$ cat src/rtl/fifo_rd_pkg.sv
`default_nettype none
// +-----------------------------------------------------------------------+
// | fifo_rd_pkg : shared types and constants for the FIFO read streamer   |
// | Revision    : 1.0                                                     |
// +-----------------------------------------------------------------------+
package fifo_rd_pkg;

    typedef enum logic [1:0] {IDLE, RUN, DRAIN} rd_state_t;

    localparam int SKID_DEPTH = 2;
    localparam int RD_LATENCY = 1;

    localparam logic [1:0] ST_IDLE  = IDLE;
    localparam logic [1:0] ST_RUN   = RUN;
    localparam logic [1:0] ST_DRAIN = DRAIN;

endpackage
`default_nettype wire

$ cat src/rtl/fifo_read_streamer_if.sv
`default_nettype none
// +-----------------------------------------------------------------------+
// | fifo_read_streamer_if : valid/ready word stream                       |
// | Revision              : 1.0                                           |
// +-----------------------------------------------------------------------+
interface fifo_read_streamer_if #(
    parameter int DATA_SIZE = 8
);
    logic                 m_valid;
    logic                 m_ready;
    logic [DATA_SIZE-1:0] m_data;

    modport master (output m_valid, output m_data, input  m_ready);
    modport slave  (input  m_valid, input  m_data, output m_ready);
endinterface
`default_nettype wire

$ cat src/rtl/rd_skid_buf.sv
`default_nettype none
// +-----------------------------------------------------------------------+
// | rd_skid_buf : 2-entry in-order register FIFO absorbing read latency   |
// | Revision    : 1.0                                                     |
// +-----------------------------------------------------------------------+
module rd_skid_buf
    import fifo_rd_pkg::*;
#(
    parameter int DATA_SIZE = 8
) (
    input  wire logic                 clk,
    input  wire logic                 rst_n,
    input  wire logic                 clr,
    input  wire logic                 wr,
    input  wire logic [DATA_SIZE-1:0] din,
    input  wire logic                 rd,
    output logic      [DATA_SIZE-1:0] dout,
    output logic      [1:0]           occupancy
);

    logic [DATA_SIZE-1:0] mem_q [SKID_DEPTH];
    logic [DATA_SIZE-1:0] mem_d [SKID_DEPTH];
    logic [1:0]           occ_q;
    logic [1:0]           occ_d;

    // Entry 0 is always the head; a pop shifts entry 1 down.
    always_comb begin
        mem_d = mem_q;
        occ_d = occ_q;
        if (clr) begin
            occ_d = 2'd0;
        end else begin
            case ({wr, rd})
                2'b10: begin
                    mem_d[occ_q[0]] = din;
                    occ_d           = occ_q + 2'd1;
                end
                2'b01: begin
                    mem_d[0] = mem_q[1];
                    occ_d    = occ_q - 2'd1;
                end
                2'b11: begin
                    if (occ_q == 2'd1) begin
                        mem_d[0] = din;
                    end else begin
                        mem_d[0] = mem_q[1];
                        mem_d[1] = din;
                    end
                end
                default: ;
            endcase
        end
    end

    always_ff @(posedge clk or negedge rst_n) begin
        if (!rst_n) begin
            for (int i = 0; i < SKID_DEPTH; i++) mem_q[i] <= '0;
            occ_q <= 2'd0;
        end else begin
            mem_q <= mem_d;
            occ_q <= occ_d;
        end
    end

    assign dout      = (occ_q != 2'd0) ? mem_q[0] : '0;
    assign occupancy = occ_q;

    a_no_overflow: assert property (@(posedge clk) disable iff (!rst_n)
        !(wr && !rd && !clr && occ_q == 2'd2));

endmodule
`default_nettype wire

$ cat src/rtl/fifo_read_streamer.sv
`default_nettype none
// +-----------------------------------------------------------------------+
// | fifo_read_streamer : pops an async FIFO and presents a valid/ready    |
// |                      stream with word and read-error counters         |
// | Revision           : 1.0                                              |
// +-----------------------------------------------------------------------+
module fifo_read_streamer
    import fifo_rd_pkg::*;
#(
    parameter int DATA_SIZE = 8,
    parameter int CNT_W     = 16
) (
    input  wire logic                 r_clk,
    input  wire logic                 rrst_n,
    input  wire logic                 enable,
    input  wire logic                 flush,
    input  wire logic                 fifo_empty,
    output logic                      fifo_r_en,
    input  wire logic [DATA_SIZE-1:0] fifo_rdata,
    input  wire logic                 fifo_rd_err,
    fifo_read_streamer_if.master      m,
    output logic                      busy,
    output logic      [CNT_W-1:0]     word_count,
    output logic      [CNT_W-1:0]     err_count
);

    logic [1:0]            state_q, state_d;
    logic [RD_LATENCY-1:0] inflight_q, inflight_d;
    logic [CNT_W-1:0]      word_count_q, word_count_d;
    logic [CNT_W-1:0]      err_count_q, err_count_d;

    logic [1:0]            occ;
    logic [1:0]            pending;
    logic                  xfer;
    logic                  skid_wr;
    logic [DATA_SIZE-1:0]  skid_dout;

    assign xfer = (occ != 2'd0) && m.m_ready;

    // Credit counts the head leaving this cycle so a full pipe still pops every cycle.
    assign pending   = occ + 2'(inflight_q) - 2'(xfer);
    assign fifo_r_en = (state_q == ST_RUN) && !fifo_empty && !flush && (pending < 2'd2);
    assign skid_wr   = inflight_q[0] && !fifo_rd_err && !flush;

    rd_skid_buf #(
        .DATA_SIZE (DATA_SIZE)
    ) u_skid (
        .clk       (r_clk),
        .rst_n     (rrst_n),
        .clr       (flush),
        .wr        (skid_wr),
        .din       (fifo_rdata),
        .rd        (xfer),
        .dout      (skid_dout),
        .occupancy (occ)
    );

    always_comb begin
        state_d      = state_q;
        inflight_d   = fifo_r_en;
        word_count_d = word_count_q + CNT_W'(xfer);
        err_count_d  = err_count_q;
        if (inflight_q[0] && fifo_rd_err && (err_count_q != '1)) begin
            err_count_d = err_count_q + CNT_W'(1);
        end
        case (state_q)
            ST_IDLE:  if (enable) state_d = ST_RUN;
            ST_RUN:   if (!enable) state_d = ST_DRAIN;
            ST_DRAIN: begin
                if (enable) begin
                    state_d = ST_RUN;
                end else if (occ == 2'd0 && !inflight_q[0]) begin
                    state_d = ST_IDLE;
                end
            end
            default:  state_d = ST_IDLE;
        endcase
    end

    always_ff @(posedge r_clk or negedge rrst_n) begin
        if (!rrst_n) begin
            state_q      <= ST_IDLE;
            inflight_q   <= '0;
            word_count_q <= '0;
            err_count_q  <= '0;
        end else begin
            state_q      <= state_d;
            inflight_q   <= inflight_d;
            word_count_q <= word_count_d;
            err_count_q  <= err_count_d;
        end
    end

    assign m.m_valid  = (occ != 2'd0);
    assign m.m_data   = skid_dout;
    assign busy       = (state_q != ST_IDLE);
    assign word_count = word_count_q;
    assign err_count  = err_count_q;

endmodule
`default_nettype wire

$ cat src/flat_wrapper.sv
// flat-port wrapper written by rule: the top's interface ports become plain ports
module fifo_read_streamer_flat import fifo_rd_pkg::*;
#(
    parameter int DATA_SIZE = 8,
    parameter int CNT_W     = 16
)
  (r_clk, rrst_n, enable, flush, fifo_empty, fifo_r_en, fifo_rdata, fifo_rd_err, busy, word_count, err_count, m_m_valid, m_m_data, m_m_ready);
  fifo_read_streamer_if #(.DATA_SIZE(DATA_SIZE)) m_i ();
  input  wire logic r_clk;
  input  wire logic rrst_n;
  input  wire logic enable;
  input  wire logic flush;
  input  wire logic fifo_empty;
  output logic fifo_r_en;
  input  wire logic [DATA_SIZE-1:0] fifo_rdata;
  input  wire logic fifo_rd_err;
  output logic busy;
  output logic      [CNT_W-1:0] word_count;
  output logic      [CNT_W-1:0] err_count;
  output wire logic [$bits(m_i.m_valid)-1:0] m_m_valid;
  output wire logic [$bits(m_i.m_data)-1:0] m_m_data;
  input wire logic [$bits(m_i.m_ready)-1:0] m_m_ready;
  assign m_m_valid = m_i.m_valid;
  assign m_m_data = m_i.m_data;
  assign m_i.m_ready = m_m_ready;
  fifo_read_streamer #(.DATA_SIZE(DATA_SIZE), .CNT_W(CNT_W)) u_core (.r_clk(r_clk), .rrst_n(rrst_n), .enable(enable), .flush(flush), .fifo_empty(fifo_empty), .fifo_r_en(fifo_r_en), .fifo_rdata(fifo_rdata), .fifo_rd_err(fifo_rd_err), .m(m_i), .busy(busy), .word_count(word_count), .err_count(err_count));
endmodule
$ cat config.mk
export PLATFORM = sky130hd
export DESIGN_NAME = fifo_read_streamer_flat
export DESIGN_NICKNAME = d
export VERILOG_FILES = /design/src/rtl/fifo_rd_pkg.sv /design/src/rtl/fifo_read_streamer_if.sv /design/src/rtl/rd_skid_buf.sv /design/src/rtl/fifo_read_streamer.sv /design/src/flat_wrapper.sv
export SDC_FILE = /design/constraint.sdc
export NUM_CORES = 1
export LEC_CHECK = 0
export CAP_MARGIN = 40
export CORE_MARGIN = 3
export CORE_UTILIZATION = 45
export DETAILED_ROUTE_END_ITERATION = 6
export MAX_ROUTING_LAYER = met4
export PLACE_DENSITY = 0.76
export SLEW_MARGIN = 20
export SYNTH_ARGS = -nofsm -noshare
export SYNTH_HDL_FRONTEND = slang
export SYNTH_SLANG_ARGS = --single-unit
$ cat constraint.sdc
create_clock -name r_clk -period 2 [get_ports r_clk]
set_input_delay 0.4 -clock r_clk [delete_from_list [all_inputs] [get_ports r_clk]]
set_output_delay 0.4 -clock r_clk [all_outputs]
set_load 0.02 [all_outputs]
Yosys cells after proc, flatten, opt, wreduce, memory -nomap -nowiden
Index checks and enable logic that the tools add are counted.

word-level totals
  register bits = 53
  output and inout port bits = 43
  word-level logic and storage cells = 68
  input port bits = 15

operators by class
  reductions and logical operators = 24
  bitwise gates (word level) = 2
  mux-type cells = 15
  add/subtract/negate cells = 6
  order comparisons = 3
  equality and inequality tests = 11

operators by type and width
  kind                                                                    number
  8-bit 2-to-1 mux                                                        4
  8-bit case mux with 3 select lines                                      1
  16-bit by 1-bit adder with 16-bit output                                1
  16-bit by 1-bit adder with 16-bit output (second input constant)        1
  16-bit bitwise mux                                                      1
  16-bit != test (second input constant)                                  1
  8-bit case mux with 2 select lines                                      1
  1-bit logical AND                                                       10
  2-bit 2-to-1 mux                                                        5
  8-bit demux with 1-bit select                                           1
  2-bit by 1-bit equality test with 1-bit output (second input constant)  3
  2-bit equality test (second input constant)                             3
  2-bit != test (second input constant)                                   3
  2-bit case mux with 3 select lines                                      1
  3-bit AND reduction                                                     2
  2-bit nonzero test                                                      3
  3-bit nonzero test                                                      2
  1-bit zero test                                                         4
  2-bit zero test                                                         2
  2-bit case mux with 2 select lines                                      1
  3-bit by 2-bit != test with 1-bit output (second input constant)        1
  2-bit by 1-bit adder with 2-bit output                                  1
  2-bit by 1-bit adder with 2-bit output (second input constant)          1
  2-bit >= comparator (second input constant)                             1
  7 further kinds                                                         7

Logic depth before layout (Yosys ltp)
Gate-level depths: netlist of run 1.

  depth after elaboration = 7
  depth in mapped cells = 8
  mapped depth without buffers = 7

Cells and area by module
Synthesis of run 1 repeated with hierarchy kept, for this count alone.

unflattened totals
  cell total of the unflattened synthesis = 235
  area, all modules = 2707.6 um^2

modules (own cells, without submodules)
  module              cells each  sequential area each (um^2)  instances  area an instance (um^2)
  fifo_read_streamer  148         875.8                        1          1707.9
  rd_skid_buf         87          450.4                        1          999.7

Worst setup path after synthesis of run 1
No wires, ideal clock.

  path kind = register -> output
  start point = reg u_core.u_skid.occ_q[0] (netlist: u_core.u_skid.occupancy[0])
  end point = out fifo_r_en
  data arrival time = 2.141 ns
  cell stages (with the launch flop) = 7
  required time = 1.600 ns
  buffers on the path = 0
  setup slack = -0.541 ns
  cell sequence = dfrtp_1 inv_1 ha_1 or4b_1 o21ai_0 xnor2_1 nor4_1

on the way
  cells in the longest elaborated chain, start to end = 5
  elaborated cells on any way between the ends = 6
  those cells by class = add/sub (2); order compare (1); reduce/logical (3)

ends and longest elaborated chain
  element                                                                         line                      text
  start: declaration                                                              rd_skid_buf.sv:23         logic [1:0] occ_q;
  start signal: assignment                                                        rd_skid_buf.sv:58         occ_q <= 2'd0;
  start signal: assignment                                                        rd_skid_buf.sv:61         occ_q <= occ_d;
  branches (longest 2 deep; another with 2-bit by 1-bit adder with 2-bit output)  -
  2-bit by 1-bit subtractor with 2-bit output *                                   fifo_read_streamer.sv:41  assign pending = occ + 2'(inflight_q) - 2'(xfer);
  2-bit less-than comparator *                                                    fifo_read_streamer.sv:42  assign fifo_r_en = (state_q == ST_RUN) && !fifo_empty && !flush && (pending < 2'd2);
  1-bit logical AND *                                                             fifo_read_streamer.sv:42
  end: declaration                                                                flat_wrapper.sv:14        output logic fifo_r_en;

Mark *: on every way between the ends.

Worst setup path in the final report of run 1
Ends and elaborated chain as after synthesis.

==> results of run 1 <==
-- cells in the mapped netlist, types with 3 or more instances --
cell type	count	area, um^2
o22ai_1	3	18.8
and4_1	3	26.3
nor4_1	10	62.6
xor2_1	19	166
ha_1	4	50.1
xnor2_1	13	114
dfrtp_1	53	1330
a31oi_1	3	18.8
a21oi_1	6	30.0
nor3_1	5	25.0
nor2_1	18	67.6
mux2i_1	5	50.1
mux2_2	8	90.1
nand3_1	11	55.1
nand4_1	6	37.5
nor2b_1	10	62.6
nand2_1	15	56.3
inv_1	6	22.5
-- registers in the layout, indices dropped and copies added (netlist names) --
register / count
u_core.u_skid.occupancy: 2
u_core.u_skid.mem_q: 16
u_core.inflight_q: 1
u_core.state_q: 2
u_core.word_count: 16
u_core.err_count: 16
-- repair_timing --
action,CTS,global route
setup endpoints to repair,10,16
pin swaps,2,0
setup buffers,1,0
gates resized for setup,14,21
-- per-stage QoR --
stage / cell area (um^2) / instances
detailed placement: 3410 / 374
floorplan: 2590 / 231
CTS: 3510 / 382
finish: 3510 / 382
global route: 3510 / 382
global placement: 3410 / 374
-- layer usage --
layer	track usage (%)	vias up	wire [um]
li1	-	979	-
met1	23.8	947	2510
met2	29.6	49	2620
met3	4.06	8	253
met4	5.74	0	76
met5	-	-	0
-- cells by family (layout without fill, tap and decap cells) --
family,count (synthesis),after routing,synth area share (%)
multiplexers,14,14,6.05
flip-flops,53,53,51.7
AO/OA/AOI/OAI,20,20,5.22
XOR/XNOR,32,32,10.9
AND/OR/NAND/NOR,98,98,22.4
buffers and inverters,10,91,1.76
adder cells (fa/ha/maj),4,4,1.95
-- area by class of cell --
class                      instances  area (um^2)  share of cell area, %
clock inverter                     2         38.8                   1.11
tap                               70         87.6                   2.50
timing repair buffer              78          724                   20.6
inverter                           6         22.5                  0.642
sequential                        53         1330                   37.8
multi-input combinational        168         1240                   35.3
clock buffer                       5         68.8                   1.96
-- power by group --
group | internal (mW) | switching [mW]
Clock | 0.371 | 0.349
Sequential | 1.30 | 0.175
Combinational | 0.699 | 0.743
-- path summary, 6_finish.rpt --
check	end	slack [ns]	depth (start not counted)
worst max-delay path	fifo_r_en	-0.34	7
worst min-delay path	u_core.err_count[4]	0.06	1
worst max register to register	u_core.word_count[10]	0.09	8
worst min register to register	u_core.word_count[15]	0.47	1
max in group asynchronous	u_core.word_count[8]	1.38	2
min in group r_clk	u_core.word_count[15]	0.47	1
-- layout by cell type (no fill, tap or decap), types with 2 or more instances in the layout --
| cell | count |
|---|---|
| nand2b_1 | 2 |
| and4_1 | 2 |
| buf_4 | 19 |
| xnor2_1 | 12 |
| dfrtp_1 | 53 |
| nand4_2 | 2 |
| a31oi_1 | 3 |
| nand4_1 | 6 |
| nand2_1 | 15 |
| o22ai_1 | 3 |
| nor2_1 | 18 |
| nor4_1 | 9 |
| nand3_1 | 11 |
| ha_1 | 3 |
| buf_12 | 3 |
| o211ai_1 | 2 |
| and2_1 | 2 |
| a21oi_1 | 6 |
| nor4_4 | 2 |
| a21oi_2 | 2 |
| nor2b_1 | 9 |
| or3b_2 | 2 |
| mux2i_1 | 5 |
| clkdlybuf4s50_1 | 45 |
| inv_1 | 5 |
| clkbuf_8 | 5 |
| mux2_2 | 8 |
| clkbuf_2 | 7 |
| nor3_1 | 5 |
| xor2_1 | 19 |
==> results.md, run 1 <==
* Worst VDD drop at 0.716 mV
* CTS buffer count at 5
* Seq/Total Area, Yosys at 51.7%
* Hold/Removal Path Class: in -> async
* First-pass GRT wire length at 9.18 mm
* Pwr Total at 3.64 mW
* Cts-stage hold buffer count at 0
* Number of global-route vias before repair at 2003
* Power Density at 1040 nW/um^2
* Syn. warnings at 0
* Failing checks: negative setup slack
* Max Cap Viol at 0
* Initial antenna violation count at 0
* Max stage delay cell, worst path: or4b_4
* Post-synth ARST share at 100%
* 1st-iter DRT viols at 67
* Required time of the worst setup path at 1.60 ns
* RSZ-0062 raised after global routing: true
* Leakage power at 1.61 nW
* Mapped Area at 2560 um^2
* Synth Net Count at 250
* CP max FO at 3
* Post-Syn Area per Cell at 11.1 um^2
* Tcrit/Tclk final at 117%
* Initial Util at 48.4%
* Final Net Count at 331
* Overall routed net length at 5.47 mm
* Antenna cells at 0
* Max-slew violation count at 0
* Clock root cell: clkbuf_8
* Top FF cell, synth: dfrtp_1
* P&R area growth vs syn at 36.8%
* Die Y at 81.5 um
* Max Clock Freq at 428 MHz
* IO Port Bufs at 57
* H-tree levels at 2
* Post-DRT Antenna Nets at 0
* Crit path time final at 2.34 ns
* Critical path's top delay family: simple AND/OR/NAND/NOR gates
* Reg clk slew, reported paths at 0.09 ns
* Grt total ovfl at 0
* Crit path launch: u_core.u_skid.occupancy[0]
* Core area at 5300 um^2
* Layout cells sized above 1 at 21.5%
* Detailed-route DRC error count at 0
* Post-DP HPWL at 4.09 mm
* IO Pins at 58
* Routed wire per std cell at 14.3 um
* Worst hold slack at 0.0649 ns
* Layout Utilization at 66.2%
* Setup WS pre-CTS at -0.895 ns
* Cell Rows at 26
* Drt first pass iters at 4
* Worst setup margin at -0.337 ns
* Setup TNS at -0.337 ns
* Final setup fails at 1
* CP Capture Type: output port
* Critical path class: reg -> out
* Critical path, cell by cell: inv_2 > ha_4 > or4b_4 > o21ai_2 > xnor2_2 > nor4_4 > buf_4
* Vias/cell at 5.19
* Gpl congestion at 0.818
* Status: finished with violations
* Deepest clock path buffer count at 2
* CTS tree: yes
* Total GRT Usage at 18.6%
* Actual slew at the worst max-slew pin at 0.545 ns
* Hold Vio Cnt, Final at 0
* Synthesized netlist cell count at 231
* EDFF count, synth at 0
* Worst r2r src: u_core.u_skid.occupancy[0]
* Die X at 81.5 um
* Largest net degree at the start of global routing at 24
* Worst Path Buf+Inv at 2
* Netlist cell types at 44
* # fillers at 430
* Crit path DAT at 1.94 ns
* Slowest stage delay, CP at 0.48 ns
* Total number of vias at 1983
* DIE AREA at 6640 um^2
* Worst-Skew Late Latency at 0.31 ns
* Startpoint Class: flip-flop
* Slew margin rel. at 63.6%
* Clock skew at 0.00730 ns
* Synth Register Bits at 53
* Clock sinks at 53
No activity file was read; power rests on OpenSTA's default activity.
==> run 2: changes to the inputs <==
--- a/config.mk
+++ b/config.mk
@@ -15,3 +15,4 @@
 export SYNTH_ARGS = -nofsm -noshare
 export SYNTH_HDL_FRONTEND = slang
 export SYNTH_SLANG_ARGS = --single-unit
+export TNS_END_PERCENT = 5
==> run 2 against run 1 <==
  * The flow still finishes with violations (negative setup slack)
  * Die area unchanged
  * Utilization decreased by 0.071 points
  * Clock power about the same
  * Power decreased by 0.36%
  * Largest cell class unchanged
  * First-iteration DRC count increased by 18%
  * Count of clock-buffer cells in the layout unchanged
  * Clock skew about the same
  * Via count increased by 0.10%
  * Sequential share of layout area about the same
  * Register-to-register slack about the same
  * Critical endpoint unchanged
==> results.md, run 2 (synthesis gave the netlist of run 1 again) <==
* Worst hold slack at 0.0652 ns (+0.000325 ns)
* First-pass GRT wire length at 9.18 mm (unchanged)
* Deepest clock path buffer count at 2 (unchanged)
* Leakage power at 1.61 nW (-0.10%)
* # fillers at 432 (+0.47%)
* Multi-input gate area at 1240 um^2 (-0.30%)
* CP max FO at 2 (-1)
* Worst-Skew Late Latency at 0.31 ns (about the same)
* P&R area growth vs syn at 36.6%
* Setup WS pre-CTS at -0.895 ns (unchanged)
* Crit path DAT at 1.91 ns (-0.03 ns)
* Final setup fails at 1 (unchanged)
* Hold Vio Cnt, Final at 0 (unchanged)
* Hold/Removal Path Class: in -> async
* Final Cell Area at 3500 um^2 (-0.11%)
* Number of global-route vias before repair at 2003 (unchanged)
* Most frequent cells in the layout: dfrtp_1, clkdlybuf4s50_1, xor2_1, buf_4, nor2_1
* Worst VDD drop at 0.714 mV (-0.28%)
* Total number of vias at 1985 (+0.10%)
* Required time of the worst setup path at 1.60 ns (about the same)
* Clock sinks at 53 (unchanged)
* Die X at 81.5 um (unchanged)
* Drt first pass iters at 4 (unchanged)
* Tcrit/Tclk final at 116% (-1.1 points)
* Sw Ratio at 34.8% (-0.038 points)
* Total GRT Usage at 18.6% (unchanged)
* Post-DP Area at 3410 um^2 (unchanged)
* Final Net Count at 331 (unchanged)
* Most common cell after layout, fill and taps aside: dfrtp_1
* Clock share of power at 19.8% (about the same)
* Reg clk slew, reported paths at 0.09 ns (about the same)
* Max-slew violation count at 0 (unchanged)
* Vias/cell at 5.20 (+0.10%)
* Failing checks: negative setup slack
* R2R Setup Slk at 0.10 ns (about the same)
* Cts-stage hold buffer count at 0 (unchanged)
* Max Clock Freq at 432 MHz (+0.99%)
* Pint at 2.37 mW (-0.30%)
* Die Y at 81.5 um (unchanged)
* IO Port Bufs at 57 (unchanged)
* Critical path, cell by cell: inv_1 > ha_4 > or4b_1 > o21ai_2 > xnor2_2 > nor4_4 > buf_4
* Slowest stage delay, CP at 0.48 ns (about the same)
* Detailed-route DRC error count at 0 (unchanged)
* 1st-iter DRT viols at 79 (+18%)
* Slew margin rel. at 63.6% (about the same)
* Overall routed net length at 5.42 mm (-0.80%)
* R2r endpoint: u_core.word_count[10]
* Clock root cell: clkbuf_8
* Post-DRT Antenna Nets at 0 (unchanged)
* Gpl congestion at 0.818 (unchanged)
* CTS buffer count at 5 (unchanged)
* Cell Rows at 26 (unchanged)
* Layout Utilization at 66.1% (-0.071 points)
* H-tree levels at 2 (unchanged)
* CTS tree: yes
* Antenna cells at 0 (unchanged)
* Core area at 5300 um^2 (unchanged)
* Status: finished with violations
* Clock skew at 0.00738 ns (+0.0000796 ns)
* Register-to-Register Path Depth at 8 (unchanged)
* Post-DP HPWL at 4.09 mm (unchanged)
* Startpoint Class: flip-flop
* Layout cells sized above 1 at 21.2% (-0.32 points)
* Worst setup margin at -0.314 ns (+0.0229 ns)
* Max Cap Viol at 0 (unchanged)
* FF+latch area at 1330 um^2 (unchanged)
* Critical path class: reg -> out
* Seq pwr share at 40.7% (about the same)
* Actual slew at the worst max-slew pin at 0.546 ns (+0.000689 ns)
* Power Density at 1040 nW/um^2 (-0.25%)
* Grt total ovfl at 0 (unchanged)
* Routed wire per std cell at 14.2 um (-0.80%)
* Crit path time final at 2.31 ns (-0.0229 ns)
* Initial antenna violation count at 0 (unchanged)
* CP Capture Type: output port
* Max stage delay cell, worst path: or4b_1
* IO Pins at 58 (unchanged)
* Logic pwr share at 39.4% (-0.2 points)
* Initial Util at 48.4% (unchanged)
* Largest net degree at the start of global routing at 24 (unchanged)
* DIE AREA at 6640 um^2 (unchanged)
* Switching power total at 1.26 mW (-0.47%)
* RSZ-0062 raised after global routing: true
* Worst r2r src: u_core.u_skid.occupancy[1]
[run 2: cell counts in the layout (fill, tap and decap cells not counted)]
Identical to the previous run, type by type.
[run 2: worst max-delay path by stage]
stage                                from   endpoint  slack, ns  cells past startpoint
2_1_floorplan  u_core.u_skid.occupancy[0]  fifo_r_en      -0.14                      6
3_3_place_gp                    m_m_ready  fifo_r_en      -0.90                      6
3_5_place_dp                    m_m_ready  fifo_r_en      -0.90                      6
4_1_cts        u_core.u_skid.occupancy[0]  fifo_r_en      -0.35                      7
5_1_grt        u_core.u_skid.occupancy[0]  fifo_r_en      -0.44                      7
6_report       u_core.u_skid.occupancy[1]  fifo_r_en      -0.31                      7
[run 2: metal layers]
metal	track usage [%]	vias up	part of all wire, %
met4	5.74	0	1.4
li1	-	981	-
met5	-	-	0
met1	23.8	943	46
met2	29.6	55	47
met3	4.06	6	4.9
[run 2: what timing repair did]
item,in CTS,in global routing
buffers inserted,1,0
resized for setup,14,20
pin swaps,2,0
setup endpoints to repair,10,16
[run 2: stage by stage]
stage | instances | total power, mW | TNS [ns]
2_1_floorplan | 231 | 2.32 | -0.141
3_3_place_gp | 374 | 2.94 | -2.46
3_5_place_dp | 374 | 2.98 | -2.84
4_1_cts | 382 | 3.66 | -0.348
5_1_grt | 382 | 3.84 | -0.437
6_report | 382 | 3.63 | -0.314
[run 2: final cells by class]
type,count,share of cell area [%]
Tap cell,70,2.50
Inverter,6,0.643
Timing Repair Buffer,78,20.7
Clock inverter,2,1.11
Multi-Input combinational cell,168,35.3
Sequential cell,53,37.8
Clock buffer,5,1.96
[run 2: critical path, delay by kind of cell (launching register included)]
kind / cells / cell delay, ns
simple gates: 2 / 0.63
flops: 1 / 0.36
buf+inv: 2 / 0.26
fa+ha+maj: 1 / 0.16
compound gates: 1 / 0.10
xor+xnor: 1 / 0.10
[run 2: power by group through the flow]
stage / Clock [mW] / Sequential (mW) / Combinational, mW
CTS: 0.749 / 1.48 / 1.44
global placement: 0 / 1.49 / 1.45
global route: 0.785 / 1.51 / 1.54
detailed placement: 0 / 1.50 / 1.48
floorplan: 0 / 1.55 / 0.772
finish: 0.719 / 1.48 / 1.43
==> run 3: changes to the inputs <==
--- a/config.mk
+++ b/config.mk
@@ -5,12 +5,13 @@
 export SDC_FILE = /design/constraint.sdc
 export NUM_CORES = 1
 export LEC_CHECK = 0
+export ABC_CLOCK_PERIOD_IN_PS = 2400
 export CAP_MARGIN = 40
 export CORE_MARGIN = 3
-export CORE_UTILIZATION = 45
+export CORE_UTILIZATION = 50
 export DETAILED_ROUTE_END_ITERATION = 6
 export MAX_ROUTING_LAYER = met4
-export PLACE_DENSITY = 0.76
+export PLACE_DENSITY = 0.8
 export SLEW_MARGIN = 20
 export SYNTH_ARGS = -nofsm -noshare
 export SYNTH_HDL_FRONTEND = slang
==> constraint.sdc (replaced) <==
create_clock -name r_clk -period 2.4 [get_ports r_clk]
set_input_delay 0.48 -clock r_clk [delete_from_list [all_inputs] [get_ports r_clk]]
set_output_delay 0.48 -clock r_clk [all_outputs]
set_load 0.02 [all_outputs]
==> run 3 against run 2 <==
  * The run still ends with negative setup slack left
  * Combinational power shrank 13%
  * Clock power down 33%
  * Sequential cell count unchanged
  * Non-clock buffer count is 1 lower
  * Clock skew decreased by 0.0037 ns
  * Register-to-register slack gained 0.33 ns
  * Critical path type unchanged
  * Critical endpoint unchanged
  * Largest cell class unchanged
==> results.md, run 3 (synthesis gave the netlist of run 1 again) <==
* Status: finished with violations
* Failing checks: negative setup slack
* Worst setup margin at -0.0813 ns (+0.233 ns)
* Reg clk slew, reported paths at 0.09 ns (about the same)
* IO Pins at 58 (unchanged)
* Setup TNS at -0.0813 ns (+0.233 ns)
* Initial antenna violation count at 0 (unchanged)
* Register-to-Register Path Depth at 8 (unchanged)
* Worst-Skew Late Latency at 0.30 ns (about the same)
* Layout Utilization at 71.5% (+5.4 points)
* Total GRT Usage at 21.0% (+2.4 points)
* Final setup fails at 1 (unchanged)
* Max-slew violation count at 0 (unchanged)
* Detailed-route DRC error count at 0 (unchanged)
* Largest net degree at the start of global routing at 35 (+46%)
* Critical path, cell by cell: inv_2 > ha_4 > or4b_4 > o21ai_2 > xnor2_1 > nor4_2 > buf_4
* Leakage power at 1.58 nW (-2.1%)
* Max Clock Freq at 403 MHz
* CP max FO at 2 (unchanged)
* Clock skew at 0.00371 ns (-0.00367 ns)
* Seq pwr share at 41.8% (+1.1 points)
* Logic pwr share at 41.9% (+2.5 points)
* Clock root cell: clkbuf_8
* Gpl congestion at 0.791 (-3.4%)
* Cell Rows at 25 (-3.8%)
* Die X at 77.6 um (-4.7%)
* Max Cap Viol at 0 (unchanged)
* Hold Vio Cnt, Final at 0 (unchanged)
* Pint at 1.91 mW (-19%)
* Critical path class: reg -> out
* Critical path's top delay family: simple AND/OR/NAND/NOR gates
* Worst Path Buf+Inv at 2 (unchanged)
* R2r endpoint: u_core.word_count[10]
* Most frequent cells in the layout: clkdlybuf4s50_1, dfrtp_1, xor2_1, buf_4, nor2_1
* RSZ-0062 raised after global routing: true
* Multi-input gate area at 1220 um^2 (-1.3%)
* P&R area growth vs syn at 35.1%
* 1st-iter DRT viols at 98 (+24%)
* Required time of the worst setup path at 1.92 ns (+0.32 ns)
* Pwr Total at 2.96 mW (-18%)
* Antenna cells at 0 (unchanged)
* Overall routed net length at 5.61 mm (+3.4%)
* Tcrit/Tclk final at 103%
* CTS tree: yes
* DIE AREA at 6030 um^2 (-9.3%)
* CP Capture Type: output port
* Actual slew at the worst max-slew pin at 0.489 ns (-0.0571 ns)
* Worst r2r src: u_core.u_skid.occupancy[0]
* Layout cells sized above 1 at 17.9% (-3.2 points)
* CP Depth at 7 (unchanged)
* H-tree levels at 2 (unchanged)
* R2R Setup Slk at 0.43 ns (+0.33 ns)
* Crit path DAT at 2.00 ns (+0.09 ns)
* Final Net Count at 330 (-0.30%)
* Number of global-route vias before repair at 2069 (+3.3%)
* CTS buffer count at 5 (unchanged)
* First-pass GRT wire length at 9.80 mm (+6.7%)
* Hold EP: u_core.word_count[15]
* Worst VDD drop at 0.553 mV (-23%)
* Drt first pass iters at 4 (unchanged)
* Hold Startpoint: u_core.word_count[15]
* Clock sinks at 53 (unchanged)
* Max stage delay cell, worst path: or4b_4
* Number of cells on the worst hold path at 1
* Initial Util at 52.9% (+4.5 points)
* FF+latch area at 1330 um^2 (unchanged)
* Slowest stage delay, CP at 0.51 ns (+0.03 ns)
* Total number of vias at 1988 (+0.15%)
* Switching power total at 1.05 mW (-17%)
* Deepest clock path buffer count at 2 (unchanged)
* Vias/cell at 5.25 (+0.94%)
* Startpoint Class: flip-flop
* Post-DRT Antenna Nets at 0 (unchanged)
* Grt total ovfl at 0 (unchanged)
* Slew margin rel. at 67.2% (+3.6 points)
* Core area at 4850 um^2 (-8.6%)
* Worst hold slack at 0.465 ns (+0.400 ns)
* Hold/Removal Path Class: reg -> reg
* Sw Ratio at 35.4% (+0.59 points)
* Clock share of power at 16.3% (-3.5 points)
* Post-DP HPWL at 4.11 mm (+0.36%)
* Die Y at 77.6 um (-4.7%)
* Power Density at 855 nW/um^2 (-17%)
* # fillers at 388 (-10%)
* IO Port Bufs at 57 (unchanged)
* Crit path time final at 2.48 ns
* Routed wire per std cell at 14.8 um (+4.2%)
## run 3: how the worst max path moves through the flow
stage	slack (ns)	endpoint	startpoint
3_3_place_gp	-0.65	fifo_r_en	m_m_ready
2_1_floorplan	0.01	fifo_r_en	u_core.u_skid.occupancy[0]
4_1_cts	-0.1	fifo_r_en	u_core.u_skid.occupancy[0]
3_5_place_dp	-0.68	fifo_r_en	m_m_ready
5_1_grt	-0.14	fifo_r_en	u_core.u_skid.occupancy[0]
6_report	-0.08	fifo_r_en	u_core.u_skid.occupancy[0]
## run 3: cell type report
class | count | area share (%)
timing repair buffer | 77 | 21.1
sequential | 53 | 38.3
clock inverter | 2 | 0.289
multi-input combinational | 168 | 35.2
inverter | 6 | 0.650
tap | 67 | 2.42
clock buffer | 6 | 2.09
## run 3: worst reg2reg max path, stage by stage, from the launching register on
cell and delay (ns):
dfrtp_1 0.38, inv_2 0.06, ha_4 0.16, buf_4 0.17
and3b_1 0.27, ha_1 0.24, and4_1 0.31, nand4_1 0.13
xnor2_1 0.14
## run 3: through the flow
stage	area [um^2]	worst slack (ns)	std cells
after floorplan	2570	0.0133	231
after global placement	3310	-0.650	366
after detailed placement	3310	-0.682	366
after CTS	3420	-0.0999	377
after global routing	3460	-0.141	379
final	3460	-0.0813	379
## run 3: repair_timing
action,in CTS,in global routing
gates cloned,0,0
endpoints found under the setup margin,3,2
buffers inserted,3,0
pin swaps,4,0
hold endpoints to repair,0,2
gates resized for setup,12,3
hold buffers,0,1
## run 3: routing by layer
metal	wire, um	GRT usage [%]	up-vias
met5	0	-	-
met4	75	6.23	0
met3	195	4.18	8
met2	2860	34.7	43
met1	2480	26.3	964
li1	-	-	973
## run 3: power by group through the flow
stage	registers (mW)	clock network [mW]	logic, mW
5_1_grt	1.26	0.535	1.35
6_report	1.24	0.482	1.24
4_1_cts	1.23	0.498	1.24
3_5_place_dp	1.25	0	1.18
3_3_place_gp	1.24	0	1.16
2_1_floorplan	1.29	0	0.617
